$ cat src/rtl/fpu_pkg.sv
// Shared definitions for the FPU issue stage: op codes, RV64D decode fields,
// FSM state encoding, captured-result payload and latency helpers.
package fpu_pkg;

    localparam int unsigned XLEN   = 64;
    localparam int unsigned INSN_W = 32;
    localparam int unsigned REG_W  = 5;
    localparam int unsigned OP_W   = 3;
    localparam int unsigned PERF_W = 32;

    typedef logic [OP_W-1:0] fpu_op_t;

    localparam fpu_op_t FPU_OP_ADD    = 3'b000;
    localparam fpu_op_t FPU_OP_SUB    = 3'b001;
    localparam fpu_op_t FPU_OP_MUL    = 3'b010;
    localparam fpu_op_t FPU_OP_DIV    = 3'b011;
    localparam fpu_op_t FPU_OP_SQRT   = 3'b100;
    localparam fpu_op_t FPU_OP_CVT_LD = 3'b101;
    localparam fpu_op_t FPU_OP_CVT_DL = 3'b110;
    localparam fpu_op_t FPU_OP_INV    = 3'b111;

    localparam logic [6:0] OPCODE_OP_FP = 7'b1010011;
    localparam logic [1:0] FMT_D        = 2'b01;

    localparam logic [4:0] F5_ADD    = 5'b00000;
    localparam logic [4:0] F5_SUB    = 5'b00001;
    localparam logic [4:0] F5_MUL    = 5'b00010;
    localparam logic [4:0] F5_DIV    = 5'b00011;
    localparam logic [4:0] F5_SQRT   = 5'b01011;
    localparam logic [4:0] F5_CVT_LD = 5'b11000;
    localparam logic [4:0] F5_CVT_DL = 5'b11010;
    // rs2 selector that picks the 64-bit integer (L) variant of the converts
    localparam logic [4:0] RS2_CVT_L = 5'b00010;

    typedef enum logic [1:0] {
        IDLE = 2'd0,
        EXEC = 2'd1,
        DONE = 2'd2
    } state_t;

    typedef struct packed {
        logic [XLEN-1:0]  data;
        logic [REG_W-1:0] rd;
        logic             is_int;
        logic             illegal;
    } result_t;

    function automatic int unsigned lat_clamp(input int lat);
        return (lat < 1) ? 32'd1 : unsigned'(lat);
    endfunction

    function automatic int unsigned lat_max(input int unsigned a, input int unsigned b);
        return (a > b) ? a : b;
    endfunction

endpackage

$ cat src/rtl/fpu_issue_stage_if.sv
// Instruction-in / result-out handshake bundle of the FPU issue stage.
interface fpu_issue_stage_if;
    import fpu_pkg::*;

    logic              in_valid;
    logic              in_ready;
    logic [INSN_W-1:0] instruction;
    logic [XLEN-1:0]   in1;
    logic [XLEN-1:0]   in2;

    logic              out_valid;
    logic              out_ready;
    logic [XLEN-1:0]   out_data;
    logic [REG_W-1:0]  out_rd;
    logic              out_is_int;
    logic              out_illegal;

    modport master (
        output in_valid, instruction, in1, in2, out_ready,
        input  in_ready, out_valid, out_data, out_rd, out_is_int, out_illegal
    );

    modport slave (
        input  in_valid, instruction, in1, in2, out_ready,
        output in_ready, out_valid, out_data, out_rd, out_is_int, out_illegal
    );
endinterface

$ cat src/rtl/fpu_cntrl.sv
// Combinational RV64D OP-FP decoder: maps an instruction word to the FPU op,
// returning FPU_OP_INV for anything outside the supported double-precision set.
module fpu_cntrl
    import fpu_pkg::*;
(
    input  logic [INSN_W-1:0] instruction,
    output fpu_op_t           op_c
);
    logic [6:0] opcode;
    logic [1:0] fmt;
    logic [4:0] funct5;
    logic [4:0] rs2;
    logic       unused_fields;

    assign opcode        = instruction[6:0];
    assign fmt           = instruction[26:25];
    assign funct5        = instruction[31:27];
    assign rs2           = instruction[24:20];
    assign unused_fields = ^instruction[19:7];

    always_comb begin
        op_c = FPU_OP_INV;
        if (opcode == OPCODE_OP_FP && fmt == FMT_D) begin
            case (funct5)
                F5_ADD:    op_c = FPU_OP_ADD;
                F5_SUB:    op_c = FPU_OP_SUB;
                F5_MUL:    op_c = FPU_OP_MUL;
                F5_DIV:    op_c = FPU_OP_DIV;
                F5_SQRT:   op_c = FPU_OP_SQRT;
                F5_CVT_LD: if (rs2 == RS2_CVT_L) op_c = FPU_OP_CVT_LD;
                F5_CVT_DL: if (rs2 == RS2_CVT_L) op_c = FPU_OP_CVT_DL;
                default:   op_c = FPU_OP_INV;
            endcase
        end
    end

endmodule

$ cat src/rtl/fpu_issue_stage.sv
// Sequential wrapper that holds op/operands stable for an op-specific number of
// cycles into a combinational FPU and captures the result. Optional counters: FPU_PERF_CNT_EN.
module fpu_issue_stage
    import fpu_pkg::*;
#(
    parameter int LAT_ADDSUB = 2,
    parameter int LAT_MUL    = 3,
    parameter int LAT_DIV    = 12,
    parameter int LAT_SQRT   = 16,
    parameter int LAT_CVT    = 1
) (
    input  logic              clk,
    input  logic              rst_n,
    fpu_issue_stage_if.slave  bus,
    output fpu_op_t           fpu_op,
    output logic [XLEN-1:0]   fpu_in1,
    output logic [XLEN-1:0]   fpu_in2,
    input  logic [XLEN-1:0]   fpu_out
`ifdef FPU_PERF_CNT_EN
    ,
    output logic [PERF_W-1:0] perf_ops,
    output logic [PERF_W-1:0] perf_stall
`endif
);
    localparam int unsigned L_ADDSUB = lat_clamp(LAT_ADDSUB);
    localparam int unsigned L_MUL    = lat_clamp(LAT_MUL);
    localparam int unsigned L_DIV    = lat_clamp(LAT_DIV);
    localparam int unsigned L_SQRT   = lat_clamp(LAT_SQRT);
    localparam int unsigned L_CVT    = lat_clamp(LAT_CVT);
    localparam int unsigned L_MAX    = lat_max(lat_max(lat_max(L_ADDSUB, L_MUL),
                                                       lat_max(L_DIV, L_SQRT)), L_CVT);
    localparam int unsigned CNT_W    = $clog2(L_MAX) + 1;

    state_t           state;
    logic [CNT_W-1:0] cnt;
    logic             rdy;
    logic             vld;
    result_t          res;
    fpu_op_t          dec_op_c;
    int unsigned      lat_sel_c;

    fpu_cntrl u_dec (
        .instruction (bus.instruction),
        .op_c        (dec_op_c)
    );

    assign bus.in_ready    = rdy;
    assign bus.out_valid   = vld;
    assign bus.out_data    = res.data;
    assign bus.out_rd      = res.rd;
    assign bus.out_is_int  = res.is_int;
    assign bus.out_illegal = res.illegal;

    // Hold time for the op being accepted
    always_comb begin
        lat_sel_c = L_ADDSUB;
        case (dec_op_c)
            FPU_OP_ADD, FPU_OP_SUB:       lat_sel_c = L_ADDSUB;
            FPU_OP_MUL:                   lat_sel_c = L_MUL;
            FPU_OP_DIV:                   lat_sel_c = L_DIV;
            FPU_OP_SQRT:                  lat_sel_c = L_SQRT;
            FPU_OP_CVT_LD, FPU_OP_CVT_DL: lat_sel_c = L_CVT;
            default:                      lat_sel_c = 32'd1;
        endcase
    end

    // IDLE -> EXEC -> DONE -> IDLE; illegal ops skip EXEC
    always_ff @(posedge clk or negedge rst_n) begin
        if (!rst_n) begin
            state   <= IDLE;
            cnt     <= '0;
            rdy     <= 1'b1;
            vld     <= 1'b0;
            res     <= '0;
            fpu_op  <= FPU_OP_INV;
            fpu_in1 <= '0;
            fpu_in2 <= '0;
        end else begin
            case (state)
                IDLE: begin
                    if (bus.in_valid) begin
                        fpu_op     <= dec_op_c;
                        fpu_in1    <= bus.in1;
                        fpu_in2    <= bus.in2;
                        res.rd     <= bus.instruction[11:7];
                        res.is_int <= (dec_op_c == FPU_OP_CVT_LD);
                        cnt        <= CNT_W'(lat_sel_c - 32'd1);
                        rdy        <= 1'b0;
                        if (dec_op_c == FPU_OP_INV) begin
                            res.data    <= '0;
                            res.illegal <= 1'b1;
                            vld         <= 1'b1;
                            state       <= DONE;
                        end else begin
                            res.illegal <= 1'b0;
                            state       <= EXEC;
                        end
                    end
                end
                EXEC: begin
                    if (cnt == '0) begin
                        res.data <= fpu_out;
                        vld      <= 1'b1;
                        state    <= DONE;
                    end else begin
                        cnt <= cnt - CNT_W'(1);
                    end
                end
                DONE: begin
                    if (bus.out_ready) begin
                        vld   <= 1'b0;
                        rdy   <= 1'b1;
                        state <= IDLE;
                    end
                end
                default: begin
                    vld   <= 1'b0;
                    rdy   <= 1'b1;
                    state <= IDLE;
                end
            endcase
        end
    end

`ifdef FPU_PERF_CNT_EN
    // Completed result handshakes and cycles where a request was turned away
    always_ff @(posedge clk or negedge rst_n) begin
        if (!rst_n) begin
            perf_ops   <= '0;
            perf_stall <= '0;
        end else begin
            if (state == DONE && bus.out_ready) perf_ops <= perf_ops + PERF_W'(1);
            if (bus.in_valid && !rdy)           perf_stall <= perf_stall + PERF_W'(1);
        end
    end
`endif

endmodule

$ cat src/flat_wrapper.sv
// flat-port wrapper written by rule: the top's interface ports become plain ports
module fpu_issue_stage_flat import fpu_pkg::*;
#(
    parameter int LAT_ADDSUB = 2,
    parameter int LAT_MUL    = 3,
    parameter int LAT_DIV    = 12,
    parameter int LAT_SQRT   = 16,
    parameter int LAT_CVT    = 1
)
  (clk, rst_n, fpu_op, fpu_in1, fpu_in2, fpu_out, bus_in_valid, bus_instruction, bus_in1, bus_in2, bus_out_ready, bus_in_ready, bus_out_valid, bus_out_data, bus_out_rd, bus_out_is_int, bus_out_illegal);
  fpu_issue_stage_if bus_i ();
  input  logic clk;
  input  logic rst_n;
  output fpu_op_t fpu_op;
  output logic [XLEN-1:0] fpu_in1;
  output logic [XLEN-1:0] fpu_in2;
  input  logic [XLEN-1:0] fpu_out;
  input wire logic [$bits(bus_i.in_valid)-1:0] bus_in_valid;
  input wire logic [$bits(bus_i.instruction)-1:0] bus_instruction;
  input wire logic [$bits(bus_i.in1)-1:0] bus_in1;
  input wire logic [$bits(bus_i.in2)-1:0] bus_in2;
  input wire logic [$bits(bus_i.out_ready)-1:0] bus_out_ready;
  output wire logic [$bits(bus_i.in_ready)-1:0] bus_in_ready;
  output wire logic [$bits(bus_i.out_valid)-1:0] bus_out_valid;
  output wire logic [$bits(bus_i.out_data)-1:0] bus_out_data;
  output wire logic [$bits(bus_i.out_rd)-1:0] bus_out_rd;
  output wire logic [$bits(bus_i.out_is_int)-1:0] bus_out_is_int;
  output wire logic [$bits(bus_i.out_illegal)-1:0] bus_out_illegal;
  assign bus_i.in_valid = bus_in_valid;
  assign bus_i.instruction = bus_instruction;
  assign bus_i.in1 = bus_in1;
  assign bus_i.in2 = bus_in2;
  assign bus_i.out_ready = bus_out_ready;
  assign bus_in_ready = bus_i.in_ready;
  assign bus_out_valid = bus_i.out_valid;
  assign bus_out_data = bus_i.out_data;
  assign bus_out_rd = bus_i.out_rd;
  assign bus_out_is_int = bus_i.out_is_int;
  assign bus_out_illegal = bus_i.out_illegal;
  fpu_issue_stage #(.LAT_ADDSUB(LAT_ADDSUB), .LAT_MUL(LAT_MUL), .LAT_DIV(LAT_DIV), .LAT_SQRT(LAT_SQRT), .LAT_CVT(LAT_CVT)) u_core (.clk(clk), .rst_n(rst_n), .bus(bus_i), .fpu_op(fpu_op), .fpu_in1(fpu_in1), .fpu_in2(fpu_in2), .fpu_out(fpu_out));
endmodule
$ cat config.mk
export PLATFORM = sky130hd
export DESIGN_NAME = fpu_issue_stage_flat
export DESIGN_NICKNAME = d
export VERILOG_FILES = /design/src/rtl/fpu_pkg.sv /design/src/rtl/fpu_issue_stage_if.sv /design/src/rtl/fpu_cntrl.sv /design/src/rtl/fpu_issue_stage.sv /design/src/flat_wrapper.sv
export SDC_FILE = /design/constraint.sdc
export NUM_CORES = 1
export LEC_CHECK = 0
export BUFFER_PORTS_ARGS = -buffer_cell sky130_fd_sc_hd__buf_2
export CORE_AREA = 3 3 165 167
export CTS_CLUSTER_SIZE = 25
export DETAILED_ROUTE_END_ITERATION = 16
export DIE_AREA = 0 0 168 170
export SYNTH_ARGS = -nofsm -noshare
export SYNTH_HDL_FRONTEND = slang
export SYNTH_SLANG_ARGS = --single-unit
$ cat constraint.sdc
create_clock -name clk -period 3.8 [get_ports clk]
set_clock_uncertainty 0.15 [all_clocks]
set_input_delay 0.57 -clock clk [delete_from_list [all_inputs] [get_ports clk]]
set_output_delay 0.57 -clock clk [all_outputs]
set_load 0.005 [all_outputs]
Yosys cells after proc, flatten, opt, wreduce, memory -nomap -nowiden
Cells that the tools add are included.
{"block": "word_totals", "inputBits": 228, "output_inout_bits": 204, "word_cells": 75, "register_bits": 211}
{"block": "op_classes", "bitwise": 1, "muxes": 26, "reduce_logical": 13, "addsub": 2, "eq_ne": 22}
{"op": "$mux W64", "count": 2}
{"op": "$pmux W64 S2", "count": 1}
{"op": "$mux W71", "count": 1}
{"op": "$pmux W3 S7", "count": 1}
{"op": "$pmux W5 S4", "count": 1}
{"op": "$eq A5 B2 Y1 const B", "count": 3}
{"op": "$eq A5 B5 Y1 const B", "count": 2}
{"op": "$logic_not A5 Y1", "count": 2}
{"op": "$mux W2", "count": 5}
{"op": "$mux W5", "count": 2}
{"op": "$pmux W5 S2", "count": 1}
{"op": "$sub A5 B1 Y5 const B", "count": 2}
{"op": "$eq A3 B3 Y1 const B", "count": 3}
{"op": "$reduce_and A3 Y1", "count": 3}
{"op": "$mux W1", "count": 8}
{"op": "$reduce_and A4 Y1", "count": 2}
{"op": "$eq A7 B7 Y1 const B", "count": 1}
{"op": "$eq A3 B2 Y1 const B", "count": 2}
{"op": "$ne A2 B2 Y1 const B", "count": 3}
{"op": "$pmux W1 S3", "count": 2}
{"op": "$pmux W2 S3", "count": 1}
{"op": "$eq A5 B1 Y1 const B", "count": 1}
{"op": "$eq A5 B4 Y1 const B", "count": 1}
{"op": "$eq A2 B1 Y1 const B", "count": 2}
{"op": "other kinds (11)", "count": 12}

Logic depth before layout (Yosys ltp)
{"block": "depth", "depth_word": 10, "depth_mapped": 10}

Cells and area by module
A second synthesis with hierarchy kept.
{"block": "unflattened", "hier_cells": 811, "area_unflattened_um2": 8135.3}
{"mod": "fpu_issue_stage", "seq_area_each_um2": 5285.1, "instances": 1, "area_each_um2": 8011.4, "cells_per_inst": 796}
{"mod": "fpu_cntrl", "seq_area_each_um2": 0.0, "instances": 1, "area_each_um2": 123.9, "cells_per_inst": 15}

Worst setup path after synthesis
Ideal clock, no wire load.
{"block": "synth_path", "kind": "input port to flip-flop", "startpoint": "in bus_instruction[23]", "endpoint": "reg u_core.cnt[4]", "setup_ns": 0.077, "t_arrival_ns": 2.529, "t_required_ns": 3.573, "stages": 10, "setup_slack_ns": 1.043, "path_cell_list": "nor4b_2 -> nand4_1 -> a211o_1 -> mux2_1 -> mux2i_1 -> ha_1 -> o21ai_0 -> a31oi_1 -> o22ai_1 -> a21oi_1"}
{"block": "synth_via", "elab_chain_len": 10, "word_cells_on_any_way": 15}
{"element": "start, declared", "line_no": "flat_wrapper.sv:19", "rtl": "input wire logic [$bits(bus_i.instruction)-1:0] bus_instruction;"}
{"element": "$eq A5 B2 Y1 (*)", "line_no": "fpu_cntrl.sv:30, fpu_cntrl.sv:31"}
{"element": "$mux W1 / $mux W2 (equally long branches)", "line_no": "fpu_cntrl.sv:31, fpu_cntrl.sv:30"}
{"element": "$pmux W3 S7 (*)", "line_no": "fpu_cntrl.sv:24", "rtl": "case (funct5)"}
{"element": "$mux W3 (*)", "line_no": "fpu_cntrl.sv:23", "rtl": "if (opcode == OPCODE_OP_FP && fmt == FMT_D) begin"}
{"element": "$eq A3 B1 Y1 / $logic_not A3 Y1 (equally long branches)", "line_no": "fpu_issue_stage.sv:57", "rtl": "case (dec_op_c)"}
{"element": "$reduce_or A2 Y1", "line_no": "fpu_issue_stage.sv:57"}
{"element": "$pmux W5 S4 (*)", "line_no": "fpu_issue_stage.sv:57"}
{"element": "$sub A5 B1 Y5 (*)", "line_no": "fpu_issue_stage.sv:87", "rtl": "cnt <= CNT_W'(lat_sel_c - 32'd1);"}
{"element": "$mux W5 (*)", "line_no": "fpu_issue_stage.sv:81", "rtl": "if (bus.in_valid) begin"}
{"element": "$pmux W5 S2 (*)", "line_no": "fpu_issue_stage.sv:79", "rtl": "case (state)"}
{"element": "end signal, assigned", "line_no": "fpu_issue_stage.sv:87"}
{"element": "end signal, assigned", "line_no": "fpu_issue_stage.sv:106", "rtl": "cnt <= cnt - CNT_W'(1);"}
{"element": "end, declared", "line_no": "fpu_issue_stage.sv:35", "rtl": "logic [CNT_W-1:0] cnt;"}
Every way passes the cells marked *; elsewhere a longest branch is shown, timed or not. The select of a mux whose other input is x is not followed.
A chain may end at the register's enable or synchronous reset.

Worst setup path in the final report
Ends and elaborated chain as after synthesis.

==> out/qor.csv <==
metric,value,unit
largest net degree at the start of global routing,147,
Global Route met1 Usage,21.2,%
critical path endpoint category,flop,
detailed router's first-iteration violation count,369,
post-layout min period,2.68,ns
aggregate global routing overflow,0,
final total negative setup slack,0,ns
number of global-route vias before repair,6887,
total routed wirelength,25100,um
Tightest Hold Check Type,in -> reg,
Synth Warn #,0,
Critical Path Slowest Stage Cell,sky130_fd_sc_hd__nor4b_2,
Worst Max-Slew Pin Slew,0.760,ns
"IR drop worst, VDD",0.323,mV
worst hold path endpoint,u_core.fpu_in1[46],
Synth Area per Inst,10.0,um2
via count,7057,
cell count after synthesis,813,
fraction of layout cells with a size suffix above 1,38.9,%
number of setup buffers added after CTS,0,
chip height,170,um
# hold bufs at CTS,1,
Crit Path Max Fanout,7,
number of remaining DRC errors,0,
router iterations before antenna repair,4,
Mapped Area,8140,um2
met3 track demand over resource,4.99,%
R2R cell count,7,
clock tree from TritonCTS,built,
initial antenna violation count,1,
Max Freq,0.373,GHz
type of the setup path with the least slack,in -> reg,
final estimated routing congestion in global placement,0.783,
number of buffers on the longest clock path,3,
buffer cell driving the clock tree root,sky130_fd_sc_hd__clkbuf_16,
unrepaired setup endpoints after global routing,no,
biggest cell delay along the critical path,0.39,ns
Via density,4.48,
leakage power of the design,6.54,nW
Critical Path Start Type,primary input,
power density over the cells,519,nW/um2
period utilization,70.5,%
register bit total from synthesis,211,
most used flip-flop cell after synthesis,sky130_fd_sc_hd__dfrtp_1,
Layout area overhead,39.7,%
floorplan die area,28600,um2
Hold Path Depth,3,
effective utilization at floorplan,31.4,%
launch instance of the worst min-delay path,bus_in1[46],
reported max-cap violation count,0,
core occupancy in the finished layout,43.9,%
outcome,completed,
syn nets,1042,
Slew Limit Fails,0,
worst-case register-to-register setup slack,1.52,ns
data required time at the worst endpoint,4.08,ns
number of buffers added by the clock tree synthesis step,23,
clock transition at the registers of the reported paths,0.06,ns
part of the Yosys area used for sequential elements,65.0,%
tightest hold margin,0.0915,ns
diode count,0,
GR met2 Demand/Resource,27.0,%
count of final hold-check violations,0,
HPWL Detailed,17700,um
antenna-violating nets left,0,
quantity of gates resized following cts,0,
io pins,432,
reg-to-reg critical path endpoint,u_core.cnt[4],
global-route wire length before repair,38100,um
startpoint of the worst-slack reg-to-reg timing path,u_core.state[1],
cell row count,59,
CP Cell Sequence,"buf_2, nor4b_2, nand4_1, a211o_1, mux2_1, mux2i_1, ha_1, o21ai_0, a31oi_1, o22ai_1, a21oi_1",
clock latency on the worst-skew pair,0.51,ns
slew margin rel.,49.4,%
most crowded layer after global routing,met2,
total number of nets in the final design,1453,
level count of the clock H-tree,1,
Global Route Usage Sum,16.5,%
crit path DAT,2.96,ns
Core Footprint,25900,um2
number of endpoints failing setup at the final stage,0,
async set-or-reset flop fraction in the synthesized netlist,100,%
count of clock tree sinks,211,
wire per inst,15.9,um
total of buffers placed on input and output ports,423,
horizontal die dimension,168,um
number of distinct standard cells referenced by the synthesized netlist,49,
count of flip-flops with a built-in enable after synthesis,0,
==> cell families after synthesis <==
| kind of cell | share of synthesized area (%) |
|---|---|
| simple gates | 22.0 |
| flops | 65.0 |
| compound gates | 9.77 |
| buf+inv | 2.71 |
| mux | 0.400 |
| fa+ha+maj | 0.154 |
==> registers in the layout (all words and copies together) (netlist names) <==
name and flops:
u_core.bus.out_valid 1, u_core.state 2, u_core.fpu_op 3, u_core.bus.out_data 64, u_core.cnt 5, u_core.fpu_in2 64
u_core.bus.in_ready 1, u_core.bus.out_illegal 1, u_core.bus.out_rd 5, u_core.bus.out_is_int 1, u_core.fpu_in1 64
==> worst max path at each step <==
stage,start,to,slack [ns]
4_1_cts,bus_instruction[23],u_core.cnt[4],1.17
3_3_place_gp,bus_instruction[23],u_core.cnt[4],0.64
3_5_place_dp,bus_instruction[23],u_core.cnt[4],0.63
2_1_floorplan,bus_instruction[23],u_core.cnt[4],1.04
6_report,bus_instruction[23],u_core.cnt[4],1.12
5_1_grt,bus_instruction[23],u_core.cnt[4],0.91
==> worst max-delay path, delay by kind of cell <==
kind	cells	cell delay, ns
mux	2	0.53
simple gates	2	0.56
fa+ha+maj	1	0.25
compound gates	5	0.94
buf+inv	1	0.10
==> per-layer routing <==
layer  routed length (um)  share of wire (%)
met4                  684                2.7
met5                    0                  0
met3                 2310                9.2
met1                10200                 41
met2                11900                 48
==> cell type report <==
| type | instances | area (um2) |
|---|---|---|
| Inverter | 2 | 7.51 |
| Clock inverter | 10 | 63.8 |
| Timing Repair Buffer | 432 | 2270 |
| Sequential cell | 211 | 5290 |
| Clock buffer | 31 | 666 |
| Multi-Input combinational cell | 554 | 2660 |
| Tap cell | 335 | 419 |
| Fill cell | 2529 | 14500 |
==> placed cells by master (no fill, tap or decap), types with 2 or more instances in the layout <==
| cell type | instances |
|---|---|
| sky130_fd_sc_hd__buf_2 | 422 |
| sky130_fd_sc_hd__nand2_1 | 413 |
| sky130_fd_sc_hd__dfrtp_1 | 207 |
| sky130_fd_sc_hd__a22o_1 | 64 |
| sky130_fd_sc_hd__clkbuf_16 | 23 |
| sky130_fd_sc_hd__o21ai_0 | 8 |
| sky130_fd_sc_hd__nor2_1 | 7 |
| sky130_fd_sc_hd__a21oi_1 | 6 |
| sky130_fd_sc_hd__clkinv_2 | 6 |
| sky130_fd_sc_hd__clkbuf_8 | 6 |
| sky130_fd_sc_hd__buf_12 | 6 |
| sky130_fd_sc_hd__nand3_1 | 5 |
| sky130_fd_sc_hd__nor3_1 | 5 |
| sky130_fd_sc_hd__dfstp_2 | 4 |
| sky130_fd_sc_hd__nand2b_1 | 3 |
| sky130_fd_sc_hd__a31oi_1 | 3 |
| sky130_fd_sc_hd__nor2b_1 | 2 |
| sky130_fd_sc_hd__a2bb2oi_1 | 2 |
| sky130_fd_sc_hd__inv_1 | 2 |
| sky130_fd_sc_hd__a211o_1 | 2 |
| sky130_fd_sc_hd__nand4_1 | 2 |
| sky130_fd_sc_hd__nor2_4 | 2 |
| sky130_fd_sc_hd__a21boi_0 | 2 |
| sky130_fd_sc_hd__clkinv_4 | 2 |
| sky130_fd_sc_hd__clkbuf_1 | 2 |
| sky130_fd_sc_hd__buf_4 | 2 |
==> cells in the mapped netlist (2+ instances only) <==
| master | n | area share (%) |
|---|---|---|
| sky130_fd_sc_hd__nand2_1 | 413 | 19 |
| sky130_fd_sc_hd__dfrtp_1 | 207 | 64 |
| sky130_fd_sc_hd__a22o_1 | 64 | 6.9 |
| sky130_fd_sc_hd__clkbuf_1 | 36 | 1.7 |
| sky130_fd_sc_hd__nor2_1 | 9 | 0.42 |
| sky130_fd_sc_hd__o21ai_0 | 8 | 0.49 |
| sky130_fd_sc_hd__a21oi_1 | 6 | 0.37 |
| sky130_fd_sc_hd__buf_6 | 5 | 0.69 |
| sky130_fd_sc_hd__nand3_1 | 5 | 0.31 |
| sky130_fd_sc_hd__nor3_1 | 5 | 0.31 |
| sky130_fd_sc_hd__dfstp_2 | 4 | 1.3 |
| sky130_fd_sc_hd__a31oi_1 | 3 | 0.23 |
| sky130_fd_sc_hd__buf_1 | 3 | 0.14 |
| sky130_fd_sc_hd__nand2b_1 | 3 | 0.23 |
| sky130_fd_sc_hd__a211o_1 | 2 | 0.22 |
| sky130_fd_sc_hd__a21boi_0 | 2 | 0.18 |
| sky130_fd_sc_hd__a2bb2oi_1 | 2 | 0.22 |
| sky130_fd_sc_hd__buf_2 | 2 | 0.12 |
| sky130_fd_sc_hd__inv_1 | 2 | 0.092 |
| sky130_fd_sc_hd__nand4_1 | 2 | 0.15 |
| sky130_fd_sc_hd__nor2b_1 | 2 | 0.15 |
==> power breakdown <==
group / switching [W] / total, W / internal, W
clock network: 0.000916 / 0.00215 / 0.00123
logic: 0.000572 / 0.00102 / 0.000451
registers: 0.000168 / 0.00274 / 0.00257
==> through the flow <==
step	instances	power, W	cell area (um2)	worst slack [ns]
CTS	1575	0.00602	11400	1.17
detailed placement	1533	0.00382	10600	0.634
floorplan	813	0.00318	8140	1.04
global placement	1533	0.00380	10600	0.645
global route	1575	0.00624	11400	0.907
finish	1575	0.00591	11400	1.12
(Power assumes the default switching activity.)
